## src/rtl/muldiv_pkg.sv

```systemverilog
// Shared constants for the iterative RV32M unsigned multiply/divide sequencer.
package muldiv_pkg;

    localparam logic [2:0] OP_MUL   = 3'b000;
    localparam logic [2:0] OP_MULHU = 3'b011;
    localparam logic [2:0] OP_DIVU  = 3'b101;
    localparam logic [2:0] OP_REMU  = 3'b111;

    localparam logic [3:0] ALU_ADD = 4'b0000;
    localparam logic [3:0] ALU_SUB = 4'b0001;

    localparam int ITERS = 32;

    typedef enum logic [1:0] {
        IDLE = 2'd0,
        CALC = 2'd1,
        DONE = 2'd2
    } state_t;

    function automatic logic op_is_mul(input logic [2:0] op);
        return (op == OP_MUL) || (op == OP_MULHU);
    endfunction

    function automatic logic op_is_div(input logic [2:0] op);
        return (op == OP_DIVU) || (op == OP_REMU);
    endfunction

endpackage

```

## src/rtl/alu.sv

```systemverilog
// Existing 32-bit combinational execute-stage alu; the sequencer only uses add and sub.
module alu (
    input  logic [31:0] in_a,
    input  logic [31:0] in_b,
    input  logic [3:0]  op_code,
    output logic [31:0] out
);

    always_comb begin
        out = '0;
        case (op_code)
            4'b0000: out = in_a + in_b;
            4'b0001: out = in_a - in_b;
            4'b0010: out = in_a & in_b;
            4'b0011: out = in_a | in_b;
            4'b0100: out = in_a ^ in_b;
            4'b0101: out = {31'd0, (in_a < in_b)};
            default: out = '0;
        endcase
    end

endmodule

```

## src/rtl/alu_muldiv_seq.sv

```systemverilog
// Multi-cycle unsigned MUL/MULHU/DIVU/REMU sequencer: one op in flight, 32 alu
// iterations of shift-add (multiply) or restoring subtract (divide).
module alu_muldiv_seq
    import muldiv_pkg::*;
#(
    parameter int XLEN  = 32,
    parameter int TAG_W = 5
) (
    input  logic             clock,
    input  logic             reset,
    input  logic             flush,
    input  logic             req_valid,
    output logic             req_ready,
    input  logic [2:0]       req_op,
    input  logic [XLEN-1:0]  req_a,
    input  logic [XLEN-1:0]  req_b,
    input  logic [TAG_W-1:0] req_tag,
    output logic             resp_valid,
    input  logic             resp_ready,
    output logic [XLEN-1:0]  resp_data,
    output logic [TAG_W-1:0] resp_tag,
    output logic             resp_err
);

    state_t state_q, state_d;

    logic [2:0]       op_q;
    logic [TAG_W-1:0] tag_q;
    logic [XLEN-1:0]  b_q;
    // hi_q doubles as the remainder and lo_q as the quotient during divides.
    logic [XLEN-1:0]  hi_q, lo_q;
    logic [4:0]       cnt_q;
    logic [XLEN-1:0]  data_q;
    logic             err_q;

    logic             accept;
    logic             req_legal;
    logic             req_div0;
    logic             is_mul;
    logic             last_iter;

    logic [XLEN-1:0]  alu_a, alu_out;
    logic [3:0]       alu_op;
    logic [XLEN-1:0]  sum;
    logic             carry;
    logic [XLEN-1:0]  shl_rem;
    logic             ge;
    logic [XLEN-1:0]  hi_nx, lo_nx;
    logic [XLEN-1:0]  result_nx;

    assign req_ready  = (state_q == IDLE);
    assign resp_valid = (state_q == DONE);
    assign resp_data  = data_q;
    assign resp_tag   = tag_q;
    assign resp_err   = err_q;

    assign accept    = req_valid && req_ready && !flush;
    assign req_legal = op_is_mul(req_op) || op_is_div(req_op);
    assign req_div0  = op_is_div(req_op) && (req_b == '0);
    assign is_mul    = op_is_mul(op_q);
    assign last_iter = (cnt_q == 5'd31);

    // Divide step works on the 33-bit value {rem, quo[31]}; its top bit is hi_q[31].
    assign shl_rem = {hi_q[XLEN-2:0], lo_q[XLEN-1]};
    assign alu_a   = is_mul ? hi_q : shl_rem;
    assign alu_op  = is_mul ? ALU_ADD : ALU_SUB;

    alu alu (
        .in_a    (alu_a),
        .in_b    (b_q),
        .op_code (alu_op),
        .out     (alu_out)
    );

    always_comb begin
        sum   = lo_q[0] ? alu_out : hi_q;
        carry = lo_q[0] && (alu_out < hi_q);
        ge    = hi_q[XLEN-1] || (shl_rem >= b_q);
        if (is_mul) begin
            hi_nx = {carry, sum[XLEN-1:1]};
            lo_nx = {sum[0], lo_q[XLEN-1:1]};
        end else begin
            hi_nx = ge ? alu_out : shl_rem;
            lo_nx = {lo_q[XLEN-2:0], ge};
        end
        result_nx = ((op_q == OP_MUL) || (op_q == OP_DIVU)) ? lo_nx : hi_nx;
    end

    always_ff @(posedge clock) begin
        if (reset) state_q <= IDLE;
        else       state_q <= state_d;
    end

    always_comb begin
        state_d = state_q;
        case (state_q)
            IDLE: if (accept) state_d = (req_legal && !req_div0) ? CALC : DONE;
            CALC: if (last_iter) state_d = DONE;
            DONE: if (resp_ready) state_d = IDLE;
            default: state_d = IDLE;
        endcase
        if (flush) state_d = IDLE;
    end

    always_ff @(posedge clock) begin
        if (reset) begin
            op_q   <= '0;
            tag_q  <= '0;
            b_q    <= '0;
            hi_q   <= '0;
            lo_q   <= '0;
            cnt_q  <= '0;
            data_q <= '0;
            err_q  <= 1'b0;
        end else if (accept) begin
            op_q  <= req_op;
            tag_q <= req_tag;
            b_q   <= req_b;
            hi_q  <= '0;
            lo_q  <= req_a;
            cnt_q <= '0;
            err_q <= !req_legal;
            // Short-circuit results are final at acceptance; CALC overwrites otherwise.
            if (!req_legal)                 data_q <= '0;
            else if (req_div0)              data_q <= (req_op == OP_DIVU) ? '1 : req_a;
        end else if (flush) begin
            cnt_q <= '0;
        end else if (state_q == CALC) begin
            hi_q  <= hi_nx;
            lo_q  <= lo_nx;
            cnt_q <= cnt_q + 5'd1;
            if (last_iter) data_q <= result_nx;
        end
    end

endmodule
```

## config.mk

```make
export PLATFORM = sky130hd
export DESIGN_NAME = alu_muldiv_seq
export DESIGN_NICKNAME = d
export VERILOG_FILES = /design/src/rtl/muldiv_pkg.sv /design/src/rtl/alu.sv /design/src/rtl/alu_muldiv_seq.sv
export SDC_FILE = /design/constraint.sdc
export NUM_CORES = 1
export LEC_CHECK = 0
export CORE_MARGIN = 1
export CORE_UTILIZATION = 50
export DETAILED_ROUTE_END_ITERATION = 8
export MAX_ROUTING_LAYER = met4
export PLACE_DENSITY = 0.71
export SLEW_MARGIN = 20
export SYNTH_ARGS = -nofsm -noshare
export SYNTH_HDL_FRONTEND = slang
export SYNTH_SLANG_ARGS = --single-unit
export TNS_END_PERCENT = 30
```

## constraint.sdc

```tcl
create_clock -name clock -period 7.2 [get_ports clock]
set_clock_uncertainty 0.15 [all_clocks]
set_input_delay 2.16 -clock clock [delete_from_list [all_inputs] [get_ports clock]]
set_output_delay 2.16 -clock clock [all_outputs]
set_load 0.1 [all_outputs]
```

======== Word level (Yosys, flattened, before mapping) ========
Cells that the tools add are included.
word-level totals
  register bits ........................... 144
  input bits .............................. 77
  word-level logic and storage cells ...... 88
cells by class
  add/subtract/negate cells ............... 3
  magnitude comparators ................... 3
  equality and inequality tests ........... 18
  mux-type cells .......................... 23
  bitwise operators ....................... 4
  reduce and logical (&&, ||, !) cells .... 28
operator list
  cell                   count
  $mux W32               16
  $pmux W32 S6           1
  $lt A32 B32 Y1         2
  $add A32 B32 Y32       1
  $and A32 B32 Y32       1
  $ge A32 B32 Y1         1
  $logic_not A32 Y1      1
  $or A32 B32 Y32        1
  $sub A32 B32 Y32       1
  $xor A32 B32 Y32       1
  $eq A3 B3 Y1 const B   3
  $mux W2                4
  $eq A1 B3 Y1 const B   2
  $eq A3 B2 Y1 const B   2
  $logic_not A3 Y1       2
  $logic_or A1 B1 Y1     6
  $ne A2 B1 Y1 const B   3
  $pmux W2 S3            1
  $add A5 B1 Y5 const B  1
  $eq A5 B5 Y1 const B   1
  $logic_and A1 B1 Y1    5
  $eq A1 B2 Y1 const B   2
  $logic_not A4 Y1       1
  $reduce_and A2 Y1      2
  other kinds (14)       18

======== Longest topological paths before layout ========
Gate-level depths: netlist of run 1.
  depth after elaboration ................. 13
  mapped depth ............................ 25

======== Cells and area by module ========
Synthesis of run 1 repeated with hierarchy kept, for this count alone.
unflattened totals
  cell total of the unflattened synthesis .. 2162
  area, all modules ....................... 15168.3 um^2
modules (own cells, without submodules)
  module          times used  cells an instance  area each (um^2)  seq. area each (um^2)
  alu_muldiv_seq  1           1406               10024.6           2882.8
  alu             1           756                5143.7            0.0

======== Worst setup path after synthesis of run 1 ========
OpenSTA, ideal clock, no wires.
  path type ............................... register -> register
  from .................................... register op_q[0]
  to ...................................... register data_q[31], in the netlist resp_data[31]
  setup time .............................. 0.059 ns
  arrival time ............................ 4.911 ns
  path slack .............................. 2.080 ns
  stages on the path, launching flop included .. 26
  clock period less this slack ............ 5.120 ns
  path through ............................ dfxtp_1 -> xnor2_1 -> nor2b_1 -> buf_1 -> clkbuf_1 -> clkbuf_1 -> buf_1 -> nand2_1 -> o21ai_0 -> ha_1 -> clkbuf_1 -> a21oi_1 -> o21ai_0 -> o2bb2ai_1 -> or2_2 -> or3_1 -> and2_1 -> ha_1 -> a21o_1 -> a21o_1 -> a21oi_1 -> nor2_1 -> nor2_1 -> o21ai_0 -> o221ai_2 -> a31o_1
on the way
  word-level cells in the longest chain between the ends .. 13
  elaborated cells between the ends (all ways) .. 31
  classes of those cells .................. 2 x add/sub; 2 x order compare; 7 x eq/ne; 12 x mux; 3 x bitwise; 5 x reduce/logical
ends and longest elaborated chain
  element                                                  line                                        source
  from (decl)                                              alu_muldiv_seq.sv:27                        logic [2:0] op_q;
  from (signal assigned)                                   alu_muldiv_seq.sv:116                       op_q <= req_op;
  $eq A3 B2 Y1 / $logic_not A3 Y1 (equally long branches)  muldiv_pkg.sv:21, alu_muldiv_seq.sv:86
  $logic_or A1 B1 Y1                                       muldiv_pkg.sv:21                            return (op == OP_MUL) || (op == OP_MULHU);
  $mux W32 / $mux W1 (equally long branches)               alu_muldiv_seq.sv:65, alu_muldiv_seq.sv:66
  $sub A32 B32 Y32 (tied with other cells)                 alu.sv:13                                   4'b0001: out = in_a - in_b;
  $pmux W32 S6                                             alu.sv:11                                   case (op_code)
  $lt A32 B32 Y1                                           alu_muldiv_seq.sv:77                        carry = lo_q[0] && (alu_out < hi_q);
  $logic_and A1 B1 Y1                                      alu_muldiv_seq.sv:77
  $mux W32                                                 alu_muldiv_seq.sv:79                        if (is_mul) begin
  $mux W32 (*)                                             alu_muldiv_seq.sv:86                        result_nx = ((op_q == OP_MUL) || (op_q == OP_DIVU)) ? lo_nx : hi_nx;
  $mux W32 (*)                                             alu_muldiv_seq.sv:132                       if (last_iter) data_q <= result_nx;
  $mux W32 (*)                                             alu_muldiv_seq.sv:128                       end else if (state_q == CALC) begin
  $mux W32 (*)                                             alu_muldiv_seq.sv:126                       end else if (flush) begin
  $mux W32 (*)                                             alu_muldiv_seq.sv:115                       end else if (accept) begin
  to (signal assigned)                                     alu_muldiv_seq.sv:125                       else if (req_div0) data_q <= (req_op == OP_DIVU) ? '1 : req_a;
  to (signal assigned)                                     alu_muldiv_seq.sv:132
  to (decl)                                                alu_muldiv_seq.sv:33                        logic [XLEN-1:0] data_q;
Mark *: on every way between the ends. The rest lies on a longest branch, timed or not. The select of a mux whose other input is x is not followed.
A chain may end at the register's enable or synchronous reset.

======== Worst setup path after layout of run 1 ========
  from .................................... register b_q[8]
  to ...................................... register data_q[31], in the netlist resp_data[31]
on the way
  word-level cells in the longest chain between the ends .. 10
  elaborated cells between the ends (all ways) .. 20
  classes of those cells .................. 2 x add/sub; 3 x order compare; 10 x mux; 3 x bitwise; 2 x reduce/logical
ends and longest elaborated chain
  element                                   line                   source
  from (decl)                               alu_muldiv_seq.sv:29   logic [XLEN-1:0] b_q;
  from (signal assigned)                    alu_muldiv_seq.sv:118  b_q <= req_b;
  $sub A32 B32 Y32 (tied with other cells)  alu.sv:13
  $pmux W32 S6                              alu.sv:11
  $lt A32 B32 Y1                            alu_muldiv_seq.sv:77
  $logic_and A1 B1 Y1                       alu_muldiv_seq.sv:77
  $mux W32                                  alu_muldiv_seq.sv:79
  $mux W32 (*)                              alu_muldiv_seq.sv:86
  $mux W32 (*)                              alu_muldiv_seq.sv:132
  $mux W32 (*)                              alu_muldiv_seq.sv:128
  $mux W32 (*)                              alu_muldiv_seq.sv:126
  $mux W32 (*)                              alu_muldiv_seq.sv:115
Marked as above.

==> flow_summary.yaml, run 1 <==
clocking:
  hold_buffers: 0
  ctsResizeCount: 0
  numCtsBuffers: 17
  clock_sinks: 144
  h-tree-depth: 4
  clk_latency_ps: 450
  root_buffer: "clkbuf_16"
  cts_max_path_buffers: 2
  post_cts_buffers: 0
  clk_pin_slew_worst_paths_ps: 70
  cts_tree: "built"
drt:
  dr.max_layer_used: "met4"
  m1WireLength_um: 16700
  wl_met3_um: 2583
  wl_met2_um: 18650
  wl_um: 39200
  via_count: 12220
  post-route-drc-count: 0
  drtIter0Drc: 1198
  ant_nets: 0
  via_per_inst: 6.148
  wl_per_cell_um: 19.72
  dr.pass1.iters: 5
timing:
  post-route-min-period_ps: 5941
  tns_ps: 0
  hold_ws_ps: 308.5
  setup_viol: 0
  worst_pin_slew_ps: 1081
  hold_viol_final: 0
  setup_slack_ps: 1259
  finalCritPeriodShare_pct: 82.52
  rsz0062_at_grt: "no"
  timing.slew.headroom_pct: 27.66
  fmax_mhz: 168.3
  maxSlewViolCount: 0
cells_and_area:
  areaGrowthSynthToFinish_pct: 16.24
  drive_gt1_share_pct: 5.612
  diodes: 0
  final_core_util_pct: 59.52
  fin_nets: 1837
  layout.cells.non_filler: 1988
synth:
  synth-edff-count: 0
  yosysUniqueCellTypes: 84
  synthTopCellsByCount: "238 x nand2_1, 173 x a21oi_1, 165 x nor2_1"
  synth_flop_cell: "dfxtp_1"
  yosysWarnings: 0
  yosysTopAreaCell: "dfxtp_1"
  netlist_top_cells_area: "dfxtp_1 25%, ha_1 10%, nand2_1 7.7%"
  seq_area_frac_synth_pct: 24.72
  syn-num-nets: 1792
  synthCells: 1617
  yosysMostFrequentCell: "nand2_1"
  netlist.area_leader.share_pct: 24.72
  synth_area_um2: 11660
  yosys_register_bits: 144
  synth.avg_cell_area_um2: 7.212
  synthArstFlopShare_pct: 0
global_routing:
  antenna_found_initial: 0
  grt_usage_pct: 33.60
  grt_pass1_wl_um: 62020
  grt_pass1_vias: 11540
  overflow: 0
  grt_max_degree: 80
power_and_ir_drop:
  pwr-share-clk_pct: 32.5
  vdd_drop_max_mv: 0.1501
  switching_power_mw: 1.218
  power.internal_mw: 1.776
  p_comb_share_pct: 38.6
  swShare_pct: 40.69
  powerDensity_nw_per_um2: 220.8
  seq_power_share_pct: 28.9
  power.leakage_nw: 5.074
die:
  rows: 55
  die_w_um: 154.7
  dieHeight_um: 154.7
  io_pins: 117
  dieArea_um2: 23940
  core_area_um2: 22780
  start_util_pct: 51.20
place:
  gp_congestion: 0.9931
  hpwl_um: 28950
  place_ws_ps: 1304
  placement.io_buffers: 116
  place_inst: 1956
worst_setup_path:
  worst_ep_required_time_ps: 7380
  start_kind: "flip-flop"
  path_class: "reg -> reg"
  crit_path_max_fanout: 6
  end_kind: "flip-flop"
  crit_arrival_ps: 6120
min_path:
  hp-class: "reg -> reg"
outcome:
  outcome: "finished, final reports clean"
flow_run:
  max_cap_violations: 0
[power by group through the flow]
stage                     combinational, mW  clock (mW)  sequential, mW
after CTS                              1.14       0.975           0.864
final                                  1.16       0.972           0.865
after global routing                   1.26        1.00           0.868
after global placement                 1.12           0           0.882
after floorplan                       0.746           0           0.961
after detailed placement               1.13           0           0.883
[cells by family after synthesis]
kind of cell	synth area share, %
adders and majority gates	10.58
buffers and inverters	6.308
AOI/OAI and AO/OA	28.81
xor gates and xnor gates	4.055
muxes	4.195
DFF	24.72
and+or+nand+nor	21.34
[layer usage]
metal	global-route usage, %	up-vias
met5	-	-
met4	12.31	0
met3	4.791	96
met2	55.05	507
met1	41.98	5690
li1	-	5929
[through the flow]
step | power [mW] | area (um^2)
2_1_floorplan | 1.707 | 11660
3_3_place_gp | 1.997 | 12940
3_5_place_dp | 2.009 | 12940
4_1_cts | 2.976 | 13560
5_1_grt | 3.128 | 13560
6_report | 2.994 | 13560
[cell usage in the layout (no fill, tap or decap), types with 9 or more instances in the layout]
master	instances
inv_1	76
a211oi_1	38
a31oi_1	19
nand2_1	238
nand4_1	21
nor3_1	26
ha_1	97
o22ai_1	9
a221oi_1	34
buf_4	19
nand2b_1	12
clkdlybuf4s50_1	115
xor2_1	9
nor4_1	16
o21ai_0	130
a21oi_1	172
nand3_1	20
nor2_1	162
o31ai_1	9
o211ai_1	29
clkbuf_16	17
dfxtp_1	144
xnor2_1	45
a21o_1	23
mux2i_1	41
[final cells by class]
class                      count  area [um^2]
fill                        2167         9221
multi-input combinational   1288         8085
sequential                   144         2883
timing repair buffer         134         1294
clock buffer                  17        425.4
tap                          313        391.6
inverter                      77        289.0
clock inverter                15        188.9
[registers in the layout, summed over array words and instances (netlist names)]
name,cells
b_q,32
state_q,2
resp_err,1
hi_q,32
resp_data,32
op_q,3
resp_tag,5
lo_q,32
cnt_q,5
[worst max-delay path, stage by stage, from the launching register on]
cell      delay (ps)
dfxtp_1          360
or4_4            560
nor4_1           320
nand2_1          160
o41ai_2          610
o21ai_0          240
xnor2_1          180
ha_1             390
nand4_1          190
nor2_1           220
o21ai_0          260
and3_1           310
o22ai_1          250
xnor2_1          260
inv_1             80
ha_1             300
nand4_1          120
nor2_1           110
o21ai_0           90
o21ai_0          270
o221ai_2         160
a31o_1           230
[worst paths after layout]
check	cells past startpoint	endpoint	slack [ps]	start
max reg2reg	21	resp_data[31]	1260	b_q[8]
min reg2reg	2	resp_tag[1]	310	resp_tag[1]
max	21	resp_data[31]	1260	b_q[8]
min	2	resp_tag[1]	310	resp_tag[1]
Power figures use the tool's default switching activity.
==> inputs of run 2 (changes only) <==
--- a/config.mk
+++ b/config.mk
@@ -9,7 +9,7 @@
 export CORE_UTILIZATION = 50
 export DETAILED_ROUTE_END_ITERATION = 8
 export MAX_ROUTING_LAYER = met4
-export PLACE_DENSITY = 0.71
+export PLACE_DENSITY = 0.74
 export SLEW_MARGIN = 20
 export SYNTH_ARGS = -nofsm -noshare
 export SYNTH_HDL_FRONTEND = slang
==> constraint.sdc (replaced) <==
create_clock -name clock -period 5.3 [get_ports clock]
set_clock_uncertainty 0.15 [all_clocks]
set_input_delay 1.59 -clock clock [delete_from_list [all_inputs] [get_ports clock]]
set_output_delay 1.59 -clock clock [all_outputs]
set_load 0.1 [all_outputs]
==> flow_summary.yaml, run 2 (synthesis results as in run 1) <==
worst_setup_path:
  crit_arrival_ps: 5350
  end_kind: "flip-flop"
  rr_endpoint: "resp_data[31]"
  start_kind: "flip-flop"
  r2r_slack_ps: 180
  crit_family: "simple AND/OR/NAND/NOR gates"
  crit_path_max_fanout: 6
  rr_startpoint: "b_q[10]"
  max_stage_delay_ps: 580
  path_class: "reg -> reg"
  path_buf_inv: 2
  cp_cell_sequence: "or4_4 -> nor4_4 -> nand2_2 -> o41ai_2 -> buf_4 -> o21ai_1 -> xnor2_1 -> ha_2 -> nand4_1 -> or3_1 -> a211oi_1 -> buf_4 -> o21ai_0 -> and2_1 -> ha_1 -> a21o_1 -> a21o_1 -> a21oi_1 -> nor2_1 -> nor2_1 -> o21ai_1 -> o221ai_2 -> a31o_1"
  worst_ep_required_time_ps: 5540
  crit_slowest_cell: "or4_4"
  reg2regPathDepth: 23
timing:
  hold_ws_ps: 304.3
  fmax_mhz: 195.5
  setup_viol: 0
  tns_ps: 0
  timing.slew.headroom_pct: 25.21
  worst_pin_slew_ps: 1122
  hold_viol_final: 0
  setup_slack_ps: 184.4
  maxSlewViolCount: 0
  finalCritPeriodShare_pct: 96.52
  post-route-min-period_ps: 5116
clocking:
  h-tree-depth: 4
  clock_sinks: 144
  root_buffer: "clkbuf_16"
  clk_pin_slew_worst_paths_ps: 80
  cts_max_path_buffers: 2
  numCtsBuffers: 17
  cts_tree: "built"
  clk_latency_ps: 440
  hold_buffers: 0
drt:
  via_per_inst: 6.144
  via_count: 12530
  dr.pass1.iters: 6
  ant_nets: 0
  wl_per_cell_um: 19.56
  drtIter0Drc: 1314
  wl_um: 39880
  post-route-drc-count: 0
global_routing:
  grt_usage_pct: 34.52
  grt_max_degree: 56
  grt_pass1_wl_um: 63230
  antenna_found_initial: 0
  overflow: 0
  grt_pass1_vias: 11820
  met3_usage_pct: 3.783
  busiest_layer: "met2"
  grt_util_met1_pct: 43.92
  met2_usage_pct: 55.53
place:
  hpwl_um: 29780
  placement.io_buffers: 116
  place_area_um2: 13340
  place_ws_ps: 42.50
  gp_congestion: 0.9123
cells_and_area:
  final_core_util_pct: 61.81
  fillers: 2138
  drive_gt1_share_pct: 9.444
  fin_area_um2: 14080
  final_common_cell: "nand2_1"
  diodes: 0
  areaGrowthSynthToFinish_pct: 20.73
  fin_nets: 1888
  layout_common_cells: "236 x nand2_1, 170 x a21oi_1, 161 x nor2_1"
flow_run:
  max_cap_violations: 0
die:
  dieHeight_um: 154.7
  rows: 55
  dieArea_um2: 23940
  start_util_pct: 51.20
  core_area_um2: 22780
  die_w_um: 154.7
  io_pins: 117
min_path:
  hp-class: "reg -> reg"
  hold_end: "resp_tag[0]"
  worstHoldStart: "resp_tag[0]"
  holdPathStages: 2
power_and_ir_drop:
  powerDensity_nw_per_um2: 293.4
  power.leakage_nw: 5.364
  vdd_drop_max_mv: 0.1612
outcome:
  outcome: "finished, final reports clean"
[run 2: power breakdown]
group          switching [mW]  internal, mW  total (mW)
clock network           0.598         0.674        1.27
registers              0.0458          1.13        1.17
logic                    1.04         0.649        1.69
[run 2: metal layers]
metal | up-vias | share of wire [%]
met4 | 0 | 3.8
li1 | 6041 | -
met5 | - | 0
met1 | 5899 | 43
met3 | 89 | 6.4
met2 | 499 | 47
[run 2: layout make-up]
class,count,area (um^2),share of cell area (%)
Multi-Input combinational cell,1288,8208,58.30
Sequential cell,144,2883,20.47
Timing Repair Buffer,185,1714,12.17
Clock buffer,17,425.4,3.021
Tap cell,313,391.6,2.781
Inverter,77,289.0,2.053
Clock inverter,15,168.9,1.200
[run 2: timing repair]
action | 4_1_cts | 5_1_grt
setup buffers | 0 | 3
gates resized for setup | 0 | 30
setup endpoints to repair | 0 | 3
[run 2: worst max path at each step]
stage	startpoint	slack [ps]	cells past startpoint	to
2_1_floorplan	op_q[0]	180	25	resp_data[31]
3_3_place_gp	b_q[2]	140	21	resp_data[31]
3_5_place_dp	b_q[2]	40	21	resp_data[31]
4_1_cts	b_q[2]	4	21	resp_data[31]
5_1_grt	b_q[10]	-70	23	resp_data[31]
6_report	b_q[10]	180	23	resp_data[31]
[run 2: stage by stage]
stage,std cells,power [mW]
floorplan,1617,2.319
global placement,2004,2.799
detailed placement,2004,2.817
CTS,2036,4.076
global route,2039,4.332
finish,2039,4.131
[run 2: worst reg2reg max path: cells and delay by family, from the launching register on]
kind                     cells  cell delay (ps)
flip-flops                   1              320
buffers and inverters        2              390
AND/OR/NAND/NOR              8             1800
adder cells (fa/ha/maj)      2              700
AO/OA/AOI/OAI               10             1550
XOR/XNOR                     1              170
==> inputs of run 3 (changes only) <==
==> constraint.sdc (replaced) <==
create_clock -name clock -period 4.34 [get_ports clock]
set_clock_uncertainty 0.15 [all_clocks]
set_input_delay 1.302 -clock clock [delete_from_list [all_inputs] [get_ports clock]]
set_output_delay 1.302 -clock clock [all_outputs]
set_load 0.1 [all_outputs]
==> flow_summary.yaml, run 3 (synthesis results as in run 1) <==
outcome:
  outcome: "finished with violations"
  violations: "negative setup slack"
die:
  core_area_um2: 22780
  start_util_pct: 51.20
  io_pins: 117
  die_w_um: 154.7
  rows: 55
  dieHeight_um: 154.7
  dieArea_um2: 23940
timing:
  tns_ps: -2598
  fmax_mhz: 204.3
  maxSlewViolCount: 0
  timing.slew.headroom_pct: 33.64
  finalCritPeriodShare_pct: 112.8
  setup_viol: 12
  worst_pin_slew_ps: 992.3
  hold_viol_final: 0
  post-route-min-period_ps: 4894
  setup_slack_ps: -554.2
  hold_ws_ps: 304.0
  rsz0062_at_grt: "yes"
drt:
  wl_um: 42120
  post-route-drc-count: 0
  via_per_inst: 6.020
  via_count: 13580
  ant_nets: 0
  drtIter0Drc: 1287
  dr.pass1.iters: 7
  wl_per_cell_um: 18.68
cells_and_area:
  layout_common_cells: "274 x buf_4, 233 x nand2_1, 160 x nor2_1"
  fillers: 1866
  final_common_cell: "buf_4"
  areaGrowthSynthToFinish_pct: 38.78
  multi_input_area_um2: 8606
  final_core_util_pct: 71.06
  seq_area_um2: 2884
  fin_nets: 2103
  drive_gt1_share_pct: 22.62
worst_setup_path:
  crit_path_max_fanout: 5
  worst_ep_required_time_ps: 4510
  max_stage_delay_ps: 570
  start_kind: "flip-flop"
  path_buf_inv: 2
  path_class: "reg -> reg"
  cp_cell_sequence: "or4_4 -> nor4_4 -> nand2_2 -> o41ai_4 -> buf_4 -> xnor2_1 -> ha_1 -> a21oi_2 -> buf_4 -> o21ai_2 -> a221o_1 -> mux2_4 -> a311oi_4 -> ha_1 -> a21o_1 -> a21o_1 -> a21oi_2 -> nor2_1 -> nor2_1 -> o21ai_1 -> o221ai_2 -> a31o_1"
  crit_slowest_cell: "or4_4"
  crit_family: "compound AO/OA/AOI/OAI gates"
  crit_arrival_ps: 5060
  end_kind: "flip-flop"
clocking:
  clk_pin_slew_worst_paths_ps: 70
  clk_latency_ps: 440
  root_buffer: "clkbuf_16"
  h-tree-depth: 4
  cts_max_path_buffers: 2
  hold_buffers: 0
  cts_tree: "built"
  numCtsBuffers: 17
  clock_sinks: 144
min_path:
  hp-class: "reg -> reg"
power_and_ir_drop:
  switching_power_mw: 2.206
  pwr-share-clk_pct: 27.9
  swShare_pct: 39.40
  p_comb_share_pct: 46.7
  powerDensity_nw_per_um2: 345.9
  fin_total_pwr_mw: 5.598
  power.leakage_nw: 6.537
  power.internal_mw: 3.393
  vdd_drop_max_mv: 0.2564
  seq_power_share_pct: 25.4
global_routing:
  grt_usage_pct: 35.99
  overflow: 0
  grt_pass1_vias: 12960
  grt_max_degree: 57
  grt_pass1_wl_um: 66570
  antenna_found_initial: 0
place:
  placement.io_buffers: 116
  gp_congestion: 0.9418
  hpwl_um: 31350
flow_run:
  max_cap_violations: 0
run 3: path summary, 6_finish.rpt:
kind	startpoint	endpoint	depth (start not counted)	slack (ps)
max	b_q[7]	resp_data[31]	22	-550
min	resp_tag[4]	resp_tag[4]	2	300
max reg2reg	b_q[7]	resp_data[31]	22	-550
min reg2reg	resp_tag[4]	resp_tag[4]	2	300
run 3: cell type report:
type,instances,area share (%)
sequential,144,17.82
clock inverter,14,1.044
inverter,77,1.786
antenna,1,0.01546
timing repair buffer,400,21.03
tap,313,2.420
clock buffer,18,2.713
multi-input combinational,1288,53.17
run 3: tightest hold or removal path: stages (launching register included):
cell,delay [ps]
dfxtp_1,310
nand2_1,50
a21oi_1,50
run 3: timing repair:
item	4_1_cts	5_1_grt
gates resized for setup	44	55
pin swaps	29	37
setup endpoints to repair	15	29
setup buffers	15	9
run 3: per-layer routing:
layer | vias to the layer above | part of all wire [%] | global-route usage, %
li1 | 6479 | - | -
met1 | 6410 | 42 | 43.03
met2 | 580 | 49 | 61.32
met3 | 106 | 6.3 | 4.903
met4 | 0 | 3.4 | 13.63
met5 | - | 0 | -
run 3: power groups by stage:
stage,clock network [mW],logic [mW],registers [mW]
2_1_floorplan,0,1.27,1.60
3_3_place_gp,0,2.32,1.45
3_5_place_dp,0,2.37,1.45
4_1_cts,1.56,2.47,1.42
5_1_grt,1.62,2.81,1.43
6_report,1.56,2.61,1.42
run 3: stage by stage:
stage	setup slack, ps	cells	instance area (um^2)
floorplan	-170.1	1617	11780
global route	-783.2	2254	16180
CTS	-419.5	2248	15860
detailed placement	-573.5	2201	14950
finish	-554.2	2255	16190
global placement	-448.6	2201	14950
